===== src/rtl/mips_mem_bridge.sv =====
// rtl/mips_mem_bridge.sv - multicycle MIPS memory-access stage driving a wait-stated bus
//
// Purpose: turns the control unit's MemRead/MemWrite/IorD/IrWrite strobes into
// a single held bus request, stalls the state register while the access is
// outstanding, and captures read data into IR or MDR.
//
// Ports:
//   clk, rst_n                     clock (rising edge), async active-low reset
//   mem_read, mem_write            access strobes from the control unit
//   iord                           address select: 0 = pc, 1 = alu_out
//   ir_write                       read destination: 1 = ir, 0 = mdr
//   pc, alu_out, wdata             address sources and store data
//   stall                          hold state register / PC this cycle
//   ir, mdr                        instruction and memory data registers
//   err                            sticky fault (timeout or read+write conflict)
//   bus_req, bus_we                request (held until ack) and write flag
//   bus_addr, bus_wdata            latched address and store data
//   bus_rdata, bus_ack             read data and one-cycle completion pulse

module mips_mem_bridge #(
    parameter int ADDR_W  = 32,
    parameter int DATA_W  = 32,
    parameter int TIMEOUT = 255
) (
    input  logic              clk,
    input  logic              rst_n,
    input  logic              mem_read,
    input  logic              mem_write,
    input  logic              iord,
    input  logic              ir_write,
    input  logic [ADDR_W-1:0] pc,
    input  logic [ADDR_W-1:0] alu_out,
    input  logic [DATA_W-1:0] wdata,
    output logic              stall,
    output logic [DATA_W-1:0] ir,
    output logic [DATA_W-1:0] mdr,
    output logic              err,
    output logic              bus_req,
    output logic              bus_we,
    output logic [ADDR_W-1:0] bus_addr,
    output logic [DATA_W-1:0] bus_wdata,
    input  logic [DATA_W-1:0] bus_rdata,
    input  logic              bus_ack
);

    typedef enum logic [1:0] {
        S_IDLE = 2'd0,
        S_REQ  = 2'd1,
        S_DONE = 2'd2,
        S_ERR  = 2'd3
    } state_t;

    // Last REQ cycle index that may still be acked before declaring a timeout.
    localparam logic [7:0] TMO_LAST = 8'(TIMEOUT - 1);

    state_t     state;
    state_t     state_nxt;
    logic [7:0] tmo_cnt;
    logic       dst;
    logic       start;
    logic       capture;
    logic       cnt_inc;

    always_ff @(posedge clk or negedge rst_n) begin
        if (!rst_n) begin
            state <= S_IDLE;
        end else begin
            state <= state_nxt;
        end
    end

    always_comb begin
        state_nxt = state;
        stall     = 1'b0;
        bus_req   = 1'b0;
        err       = 1'b0;
        start     = 1'b0;
        capture   = 1'b0;
        cnt_inc   = 1'b0;
        case (state)
            S_IDLE: begin
                stall = mem_read | mem_write;
                if (mem_read & mem_write) begin
                    state_nxt = S_ERR;
                end else if (mem_read ^ mem_write) begin
                    start     = 1'b1;
                    state_nxt = S_REQ;
                end
            end
            S_REQ: begin
                stall   = 1'b1;
                bus_req = 1'b1;
                if (bus_ack) begin
                    capture   = ~bus_we;
                    state_nxt = S_DONE;
                end else if (tmo_cnt == TMO_LAST) begin
                    state_nxt = S_ERR;
                end else begin
                    cnt_inc = 1'b1;
                end
            end
            // Strobes still high here belong to the access just finished.
            S_DONE: begin
                state_nxt = S_IDLE;
            end
            S_ERR: begin
                stall = 1'b1;
                err   = 1'b1;
            end
            default: begin
                state_nxt = S_IDLE;
            end
        endcase
    end

    always_ff @(posedge clk or negedge rst_n) begin
        if (!rst_n) begin
            bus_addr  <= '0;
            bus_we    <= 1'b0;
            bus_wdata <= '0;
            dst       <= 1'b0;
            tmo_cnt   <= 8'd0;
        end else if (start) begin
            bus_addr  <= iord ? alu_out : pc;
            bus_we    <= mem_write;
            bus_wdata <= wdata;
            dst       <= ir_write;
            tmo_cnt   <= 8'd0;
        end else if (cnt_inc) begin
            tmo_cnt   <= tmo_cnt + 8'd1;
        end
    end

    always_ff @(posedge clk or negedge rst_n) begin
        if (!rst_n) begin
            ir  <= '0;
            mdr <= '0;
        end else if (capture) begin
            if (dst) begin
                ir <= bus_rdata;
            end else begin
                mdr <= bus_rdata;
            end
        end
    end

endmodule


===== config.mk =====
export PLATFORM = sky130hd
export DESIGN_NAME = mips_mem_bridge
export DESIGN_NICKNAME = d
export VERILOG_FILES = /design/src/rtl/mips_mem_bridge.sv
export SDC_FILE = /design/constraint.sdc
export NUM_CORES = 1
export LEC_CHECK = 0
export CORE_MARGIN = 2
export CORE_UTILIZATION = 40
export CTS_CLUSTER_SIZE = 28
export DETAILED_ROUTE_END_ITERATION = 6
export MAX_ROUTING_LAYER = met4
export PLACE_DENSITY = 0.78
export SYNTH_ARGS = -nofsm -noshare
export SYNTH_HDL_FRONTEND = slang
export SYNTH_SLANG_ARGS = --single-unit

===== constraint.sdc =====
create_clock -name clk -period 2 [get_ports clk]
set_input_delay 0.6 -clock clk [delete_from_list [all_inputs] [get_ports clk]]
set_output_delay 0.6 -clock clk [all_outputs]
set_load 0.1 [all_outputs]

# Yosys cells after proc, flatten, opt, wreduce, memory -nomap -nowiden
# Cells that the tools add are included.
# Widths: inputs -> output; s select.
# classes
n_mux	19
bitwise_logic	5
n_reduce_logical	7
add_sub_neg	1
n_eq_ne	6
# op_table
op	n
$mux 32	1
$mux 8	2
$mux 1	10
$add 8x1->8 const B	1
$eq 8x8->1 const B	1
$mux 2	4
$ne 3x3->1 const B	2
$pmux 2 s3	1
$eq 2x2->1 const B	2
$reduce_and 2->1	2
$reduce_and 3->1	1
$reduce_bool 3->1	1
$eq 2x1->1 const B	1
$logic_not 2->1	1
$not 1->1	2
$pmux 1 s2	1
$reduce_bool 2->1	1
$reduce_or 2->1	1
$and 1x1->1	1
$or 1x1->1	1
$xor 1x1->1	1
# word_totals
in_bits	135
reg_bits	140

# Logic depth before layout (Yosys ltp)
# Gate-level depths: netlist of the first run.
# depth
depth_word	6
depth_mapped	7

# Worst setup path after synthesis of the first run
# No wires, ideal clock.
# synth_timing
path_kind	reg2out
start	register state[1]
end	output stall
required_ps	1400
path_stages_with_launch	5
setup_slack_ps	-1563
arrival_ps	2963
path_cell_list	dfrtp_1 inv_1 ha_1 nor2_1 a21oi_1
# synth_via
elab_chain_cells	3
elab_cells_between_ends	5
classes_between	2 x eq/ne; 1 x mux; 2 x reduce/logical
# synth_lines
item	line_no	source
from (decl)	56	state_t state;
from (signal assigned)	68	state <= state_nxt;
$eq 2x1->1 or $eq 2x2->1 (tied branches)	80	case (state)
$reduce_or 2->1 (no line)	n/a	
$pmux 1 s2 *	80	
to (decl)	34	output logic stall,
# Every way passes the cells marked *; elsewhere a longest branch is shown, timed or not.

# Worst setup path after layout of the first run
# layout_timing
start	register state[0]
end	output stall
# Same word-level chain as after synthesis.

==> summary.md, run 1 <==
| Metric | Value |
|---|---|
| Post-synthesis sequential area ratio | 60.1% |
| YS warnings | 0 |
| Mapped cell area | 5830 µm² |
| Hold crit path type | in2async |
| CP arrival | 1.54 ns |
| Vias in the first global route | 5,280 |
| Outcome | complete, but fails checks |
| Worst skew pair latency | 0.43 ns |
| Via density | 5.05 |
| GRT Overall Usage | 24.2% |
| Setup violations, final | 3 |
| Root buffer cell | clkbuf_16 |
| Hold-fix buffers, CTS | 0 |
| Largest family of logic cells by synthesized area | multiplexers |
| Deepest clock path buffer count | 2 |
| Final non-filler cell total | 981 |
| Unrepaired setup endpoints after global routing | true |
| First-pass GRT wire length | 28,300 µm |
| Drt pass-1 iters | 5 |
| CP cell instances | buf_6 -> ha_4 -> nor2_4 -> a21oi_4 -> buf_12 |
| Layout Nets | 929 |
| Slew Viols, Final | 0 |
| Mapped Nets | 640 |
| Fmax | 467 MHz |
| Least-Margin Pin Slew | 0.354 ns |
| Syn Inst Count | 495 |
| Multiplexer share of the synthesized area | 18.2% |
| IO Count | 267 |
| Compound-cell area share of the yosys netlist | 4.85% |
| CP Launch Type | flop |
| Worst setup EP type | output port |
| Ranking of synthesized cells by area | dfrtp_1 60%, mux2_2 11%, nand2_1 8.8% |
| Post-Synth Adder-Cell Area | 2.15% |
| Final wirelength | 17,800 µm |
| Hold Vio Cnt, Final | 0 |
| Relative slew slack | 76.4% |
| H-tree depth | 4 |
| Worst Setup Slack, final | -0.141 ns |
| Library cells used by synthesis | 34 |
| Gp weighted congestion | 0.830 |
| CP peak stage delay | 0.40 ns |
| Clock sinks | 140 |
| Inserted Clock Buffers | 17 |
| Flop-to-flop setup slack | 0.07 ns |
| Vias | 4,954 |
| P&R area growth vs syn | 87.0% |
| Largest net degree at the start of global routing | 77 |
| Top delay family on crit path | flip-flops |
| Top cell type's share of synthesized area | 60.1% |
| CTS clk-pin slew, worst paths | 0.06 ns |
| Violation count after the first detailed-route iteration | 232 |
| Failing checks | negative setup slack |
| Initial antenna violation count | 0 |
| Initial Utilization | 40.6% |
| Post-DP HPWL | 13,200 µm |
| Cell taking the most area after synthesis | dfrtp_1 |
| Max-cap violations | 0 |
| Avg Cell Area, Syn | 11.8 µm² |
| Share of layout cells above drive strength 1 | 35.0% |
| Die area | 15,600 µm² |
| Die X | 125 µm |
| Fin crit period | 2.14 ns |
| Placed insts | 941 |
| Kind of critical path | reg2out |
| CTS tree | done |
| Die Y | 125 µm |
| Final worst-path cycle share | 107% |
| DRC viols | 0 |
| Core area | 14,400 µm² |
| Crit Path Max Fanout | 3 |
| Synth Register Bits | 140 |
| Fin Clk Skew | 0.00925 ns |
| Crit-path slowest cell | dfrtp_1 |
| # diodes | 0 |
| Post-Synth XOR/XNOR Area | 0.150% |
| Area fraction in and, or, nand and nor cells after synthesis | 11.6% |
| Port bufs | 266 |
| Avg WL per Cell | 18.1 µm |
| Worst EP required | 1.40 ns |
| CP bufs+invs | 2 |
| Final ANT Viol Nets | 0 |
| # rows | 44 |
| GR Overflow Total | 0 |
==> cells in the final DEF (no fill, tap or decap), types with 4 or more instances in the layout <==
cell type          n
nand2_1          135
o21ai_0           37
clkdlybuf4s50_1  130
nand3_1            4
bufinv_16          5
mux2i_1           33
inv_2              4
ha_1               6
dfrtp_1          140
clkbuf_16         17
clkinvlp_4         4
buf_6              5
a31oi_1            4
mux2_2            59
a21oi_1            7
buf_4             20
nor3_1             4
buf_12           137
==> final timing paths <==
path                                                 from                         to  depth (start not counted)
max in group asynchronous                           rst_n         ir[29]$_DFFE_PN0P_                          2
min in group clk                bus_wdata[26]$_DFFE_PN0P_  bus_wdata[26]$_DFFE_PN0P_                          2
worst max-delay path                 state[0]$_DFFE_PN0P_                      stall                          5
worst min register to register  bus_wdata[26]$_DFFE_PN0P_  bus_wdata[26]$_DFFE_PN0P_                          2
worst min-delay path                                rst_n         ir[11]$_DFFE_PN0P_                          1
worst max register to register       state[0]$_DFFE_PN0P_         ir[28]$_DFFE_PN0P_                          9
==> cells in the mapped netlist <==
cell      count
o21ai_2       1
ha_1         10
and4_2        1
nor2_1        4
mux2i_1      33
a311oi_1      1
buf_6         6
mux2_4        3
mux2_1        2
nor2_2        1
clkbuf_1     13
and4_4        1
nand4_1       3
nor3b_1       1
and2b_4       1
buf_1         1
nor4_1        1
o21a_1        1
a31oi_1       4
nor3_4        1
o21ai_0      37
a21oi_1       8
nand2_2       2
mux2_2       59
nand3_1       4
nand2_1     136
xnor2_1       1
nor3_1        4
dfrtp_1     140
inv_1         7
and2_1        1
o31ai_1       1
nand2b_1      1
buf_2         5
==> registers in the layout, indices dropped and copies added, names as in the netlist <==
name       cells
bus_addr      32
bus_wdata     32
bus_we         1
dst            1
ir            32
mdr           32
state          2
tmo_cnt        8
==> metrics by stage <==
stage	setup TNS, ns	area, µm²	hold WS, ns	setup slack [ns]	util [%]
after floorplan	-0.119	5880	0.304	-0.119	-
after global placement	-20.41	10200	0.512	-0.399	70.8
after detailed placement	-28.98	10200	0.521	-0.473	70.8
after CTS	-0.188	10900	0.0637	-0.134	75.6
after global routing	-0.308	10900	0.0683	-0.180	75.9
final	-0.198	10900	0.0661	-0.141	75.9
==> worst reg2reg max path, stage by stage (launching register included) <==
cell and delay (ns):
dfrtp_1 0.41, buf_6 0.15, ha_4 0.17, buf_6 0.12, buf_4 0.13, nand2_2 0.10, nor2_2 0.05, nand2_2 0.12
buf_12 0.18, mux2_2 0.37
==> per-layer routing <==
layer	part of all wire (%)	GRT usage, %
met5	0	-
met3	7.3	6.70
met2	53	41.0
met4	2.7	9.19
met1	37	27.3
==> cells by family (layout without fill, tap and decap cells) <==
logic type      after synthesis  count (layout)
mux                          97              97
simple gates                162             162
compound gates               53              53
buf+inv                      32             334
xor+xnor                      1               1
flops                       140             140
fa+ha+maj                    10              10
==> timing repair <==
item                       4_1_cts  5_1_grt
pin swaps                        3        3
resized for setup               16        2
setup endpoints to repair        1        2
setup buffers                    3        5
hold endpoints to repair         0        0
==> cell type report <==
class                           instances  area [µm²]
Clock buffer                           18         439
Fill cell                             822        3460
Timing Repair Buffer                  295        4270
Clock inverter                         14         216
Inverter                                7        26.3
Tap cell                              184         230
Sequential cell                       140        3500
Multi-Input combinational cell        323        2220
Power of run 1 is left out: the tool's default activity adds up to more than one toggle a clock period on the data nets, which glitch-free logic cannot reach.
==> run 2, diff against run 1 <==
Settings changed: REMOVE_ABC_BUFFERS set to 1, SLEW_MARGIN set to 20.
==> summary.md, run 2 (synthesized netlist as in run 1, its figures left out) <==
| Metric | Value |
|---|---|
| Failing checks | negative setup slack (unchanged) |
| Final non-filler cell total | 977 (was 981) |
| IO Count | 267 (unchanged) |
| Relative slew slack | 73.9% (was 76.4%) |
| Port bufs | 266 (unchanged) |
| Root buffer cell | clkbuf_16 (unchanged) |
| Unrepaired setup endpoints after global routing | true (unchanged) |
| Share of layout cells above drive strength 1 | 34.3% (was 35.0%) |
| CP Launch Type | flop (unchanged) |
| GRT Overall Usage | 22.5% (was 24.2%) |
| Fin Clk Skew | 0.00656 ns (was 0.00925 ns) |
| Layout Nets | 925 (was 929) |
| Hold-fix buffers, CTS | 0 (unchanged) |
| # rows | 44 (unchanged) |
| Initial antenna violation count | 0 (unchanged) |
| Fmax | 458 MHz (was 467 MHz) |
| Clock sinks | 140 (unchanged) |
| Avg WL per Cell | 17.8 µm (was 18.1 µm) |
| Post-DP HPWL | 12,500 µm (was 13,200 µm) |
| Drt pass-1 iters | 6 (was 5) |
| Deepest clock path buffer count | 2 (unchanged) |
| CTS tree | done (unchanged) |
| Placed insts | 936 (was 941) |
| Worst EP required | 1.40 ns (about the same) |
| Vias in the first global route | 5,159 (was 5,280) |
| Fin crit period | 2.18 ns (was 2.14 ns) |
| GR Overflow Total | 0 (unchanged) |
| Hold crit path type | in2async (unchanged) |
| Die X | 125 µm (unchanged) |
| Die area | 15,600 µm² (unchanged) |
| Most frequent cells in the layout | 139 x dfrtp_1, 138 x buf_12, 135 x nand2_1 (was 140 x dfrtp_1, 137 x buf_12, 135 x nand2_1) |
| CP arrival | 1.58 ns (was 1.54 ns) |
| Crit Path Max Fanout | 4 (was 3) |
| FILL cells | 860 (was 822) |
| Worst setup EP type | output port (unchanged) |
| Core area | 14,400 µm² (unchanged) |
| Least-Margin Pin Slew | 0.392 ns (was 0.354 ns) |
| Slew Viols, Final | 0 (unchanged) |
| DRC viols | 0 (unchanged) |
| Max-cap violations | 0 (unchanged) |
| Worst skew pair latency | 0.41 ns (was 0.43 ns) |
| Gp weighted congestion | 0.820 (was 0.830) |
| P&R area growth vs syn | 87.5% (was 87.0%) |
| Setup violations, final | 2 (was 3) |
| Die Y | 125 µm (unchanged) |
| Layout Utilization | 76.1% (was 75.9%) |
| Hold Vio Cnt, Final | 0 (unchanged) |
| Kind of critical path | reg2out (unchanged) |
| CTS clk-pin slew, worst paths | 0.06 ns (about the same) |
| H-tree depth | 4 (unchanged) |
| First-pass GRT wire length | 26,800 µm (was 28,300 µm) |
| Initial Utilization | 40.6% (unchanged) |
| Violation count after the first detailed-route iteration | 206 (was 232) |
| Worst Setup Slack, final | -0.182 ns (was -0.141 ns) |
| Final worst-path cycle share | 109% (was 107%) |
| Vias | 4,814 (was 4,954) |
| Via density | 4.93 (was 5.05) |
| Commonest non-fill, non-tap cell in the layout | dfrtp_1 (unchanged) |
| Outcome | complete, but fails checks (unchanged) |
| Pre-CTS WS | -0.564 ns (was -0.473 ns) |
| Final wirelength | 17,300 µm (was 17,800 µm) |
| Inserted Clock Buffers | 17 (unchanged) |
| Largest net degree at the start of global routing | 54 (was 77) |
| # diodes | 0 (unchanged) |
| Final ANT Viol Nets | 0 (unchanged) |
run 2: routing by layer:
layer	vias up	global-route usage (%)	part of all wire [%]
met5	-	-	0
met4	0	9.78	3.5
met3	45	5.46	6.5
met2	212	38.8	51
met1	2318	25.0	39
li1	2239	-	-
run 2: per-stage QoR:
stage          cell area (µm²)  TNS (ns)  hold WS [ns]
3_5_place_dp             10100    -26.23         0.529
4_1_cts                  10700    -0.184        0.0862
6_report                 10900    -0.199        0.0930
2_1_floorplan             5690    -99.85         0.304
5_1_grt                  10900    -0.778         0.109
3_3_place_gp             10100    -20.71         0.520
run 2: final cells by class:
class                           instances  area, µm²  area share, %
Clock buffer                           19        443           4.05
Clock inverter                         13        140           1.28
Inverter                                7       26.3          0.240
Multi-Input combinational cell        323       2290           20.9
Sequential cell                       140       3500           32.1
Tap cell                              184        230           2.11
Timing Repair Buffer                  291       4300           39.3
run 2: critical path, cell delays in order (launching register included):
cell,delay (ns)
dfrtp_2,0.46
inv_2,0.11
ha_4,0.14
nand2b_1,0.06
a21oi_2,0.19
buf_12,0.20
run 2: final timing paths:
check | to | from | cells past startpoint | slack [ns]
min reg2reg | bus_wdata[12]$_DFFE_PN0P_ | bus_wdata[12]$_DFFE_PN0P_ | 2 | 0.54
max reg2reg | mdr[18]$_DFFE_PN0P_ | state[1]$_DFFE_PN0P_ | 9 | 0.04
max | stall | state[0]$_DFFE_PN0P_ | 5 | -0.18
min in group clk | bus_wdata[12]$_DFFE_PN0P_ | bus_wdata[12]$_DFFE_PN0P_ | 2 | 0.54
min | mdr[23]$_DFFE_PN0P_ | rst_n | 1 | 0.09
max in group asynchronous | bus_wdata[31]$_DFFE_PN0P_ | rst_n | 2 | 1.29
run 2: timing repair:
item                                    in CTS  in global routing
pin swaps                                    3                  4
setup buffers                                5                  2
endpoints found under the setup margin       2                 59
resized for setup                           18                 29
gates cloned                                 0                  3
Power of run 2 is left out for the same reason.
==> run 3, diff against run 2 <==
Settings changed: CORE_UTILIZATION 40 to 42, GPL_ROUTABILITY_DRIVEN set to 1, PLACE_DENSITY 0.78 to 0.81.
==> summary.md, run 3 (synthesized netlist as in run 1, its figures left out) <==
| Metric | Value |
|---|---|
| # rows | 43 (was 44) |
| CTS clk-pin slew, worst paths | 0.07 ns (was 0.06 ns) |
| Fmax | 458 MHz (about the same) |
| Unrepaired setup endpoints after global routing | true (unchanged) |
| Hold-fix buffers, CTS | 0 (unchanged) |
| Multi-input gate area | 2210 µm² (was 2290 µm²) |
| Inserted Clock Buffers | 17 (unchanged) |
| Setup violations, final | 2 (unchanged) |
| H-tree depth | 4 (unchanged) |
| Reg area | 3500 µm² (unchanged) |
| Slew Viols, Final | 0 (unchanged) |
| Share of layout cells above drive strength 1 | 33.9% (was 34.3%) |
| Avg WL per Cell | 19.7 µm (was 17.8 µm) |
| Vias in the first global route | 5,493 (was 5,159) |
| Layout Nets | 922 (was 925) |
| Final worst-path cycle share | 109% (about the same) |
| Commonest non-fill, non-tap cell in the layout | buf_12 (was dfrtp_1) |
| Worst R2R End | ir[23]$_DFFE_PN0P_ (was mdr[18]$_DFFE_PN0P_) |
| Worst EP required | 1.40 ns (about the same) |
| DRC viols | 0 (unchanged) |
| Clock sinks | 140 (unchanged) |
| Die area | 14,800 µm² (was 15,600 µm²) |
| Hold crit path type | in2async (unchanged) |
| Kind of critical path | in2out (was reg2out) |
| CP arrival | 1.58 ns (about the same) |
| Crit Path Max Fanout | 2 (was 4) |
| Port bufs | 266 (unchanged) |
| Core area | 13,700 µm² (was 14,400 µm²) |
| Relative slew slack | 69.9% (was 73.9%) |
| Worst skew pair latency | 0.42 ns (was 0.41 ns) |
| GRT Overall Usage | 27.0% (was 22.5%) |
| R2r startpoint | state[0]$_DFFE_PN0P_ (was state[1]$_DFFE_PN0P_) |
| R2R depth | 9 (unchanged) |
| Post-DP HPWL | 13,700 µm (was 12,500 µm) |
| CTS tree | done (unchanged) |
| Initial antenna violation count | 0 (unchanged) |
| P&R area growth vs syn | 85.5% (was 87.5%) |
| FILL cells | 761 (was 860) |
| Flop-to-flop setup slack | 0.03 ns (was 0.04 ns) |
| Final ANT Viol Nets | 0 (unchanged) |
| Hold slack | 0.102 ns (was 0.0930 ns) |
| Final Cell Area | 10,800 µm² (was 10,900 µm²) |
| Drt pass-1 iters | 6 (unchanged) |
| First-pass GRT wire length | 29,300 µm (was 26,800 µm) |
| Deepest clock path buffer count | 2 (unchanged) |
| Root buffer cell | clkbuf_16 (unchanged) |
| Vias | 4,949 (was 4,814) |
| Failing checks | negative setup slack (unchanged) |
| GR Overflow Total | 0 (unchanged) |
| Outcome | complete, but fails checks (unchanged) |
| Die X | 122 µm (was 125 µm) |
| Largest net degree at the start of global routing | 80 (was 54) |
| Die Y | 122 µm (was 125 µm) |
| Hold Vio Cnt, Final | 0 (unchanged) |
| Least-Margin Pin Slew | 0.451 ns (was 0.392 ns) |
| # diodes | 0 (unchanged) |
| Violation count after the first detailed-route iteration | 219 (was 206) |
| Via density | 5.10 (was 4.93) |
| Final wirelength | 19,100 µm (was 17,300 µm) |
| Worst setup EP type | output port (unchanged) |
| Most frequent cells in the layout | 140 x buf_12, 139 x dfrtp_1, 135 x nand2_1 (was 139 x dfrtp_1, 138 x buf_12, 135 x nand2_1) |
| Instance area after placement | 10,100 µm² (about the same) |
| Pre-CTS WS | -0.521 ns (was -0.564 ns) |
| IO Count | 267 (unchanged) |
| Gp weighted congestion | 0.827 (was 0.820) |
| Worst Setup Slack, final | -0.183 ns (was -0.182 ns) |
| Max-cap violations | 0 (unchanged) |
| Fin Clk Skew | 0.00990 ns (was 0.00656 ns) |
| Initial Utilization | 42.5% (was 40.6%) |
| CP Launch Type | input port (was flop) |
| Fin crit period | 2.18 ns (about the same) |
-- run 3: per-layer routing --
metal  vias up  GRT usage (%)  wire length, µm
li1       2240              -                -
met5         -              -                0
met3        63           7.07             1420
met2       233           48.7            10600
met4         0           13.1              733
met1      2413           26.9             6400
-- run 3: area by class of cell --
| cell class | count | area share [%] |
|---|---|---|
| multi-input combinational | 323 | 20.5 |
| timing repair buffer | 288 | 39.3 |
| sequential | 140 | 32.4 |
| clock buffer | 19 | 4.19 |
| inverter | 7 | 0.243 |
| tap | 180 | 2.08 |
| clock inverter | 13 | 1.30 |
-- run 3: how the worst max path moves through the flow --
stage | slack [ns] | startpoint | endpoint
5_1_grt | -0.23 | state[1]$_DFFE_PN0P_ | stall
2_1_floorplan | -1.56 | state[1]$_DFFE_PN0P_ | stall
3_3_place_gp | -0.51 | mem_read | stall
6_report | -0.18 | mem_read | stall
4_1_cts | -0.20 | state[1]$_DFFE_PN0P_ | stall
3_5_place_dp | -0.52 | mem_read | stall
-- run 3: timing repair --
item | CTS | global route
gates cloned | 0 | 0
pin swaps | 2 | 3
resized for setup | 12 | 6
setup endpoints to repair | 2 | 2
buffers inserted | 4 | 3
-- run 3: critical path, cell delays in order --
cell and delay (ns):
dlygate4sd2_1 0.22, inv_1 0.06, ha_1 0.21, nand2b_4 0.16, a21oi_4 0.16, buf_12 0.18
-- run 3: stage by stage --
step           setup TNS [ns]  instances  utilization [%]
2_1_floorplan          -99.85        470                -
5_1_grt                -0.503        970             78.8
3_3_place_gp           -19.35        931             73.7
6_report               -0.208        970             78.8
4_1_cts                -0.258        967             78.4
3_5_place_dp           -24.28        931             73.7
Power of run 3 is left out for the same reason.
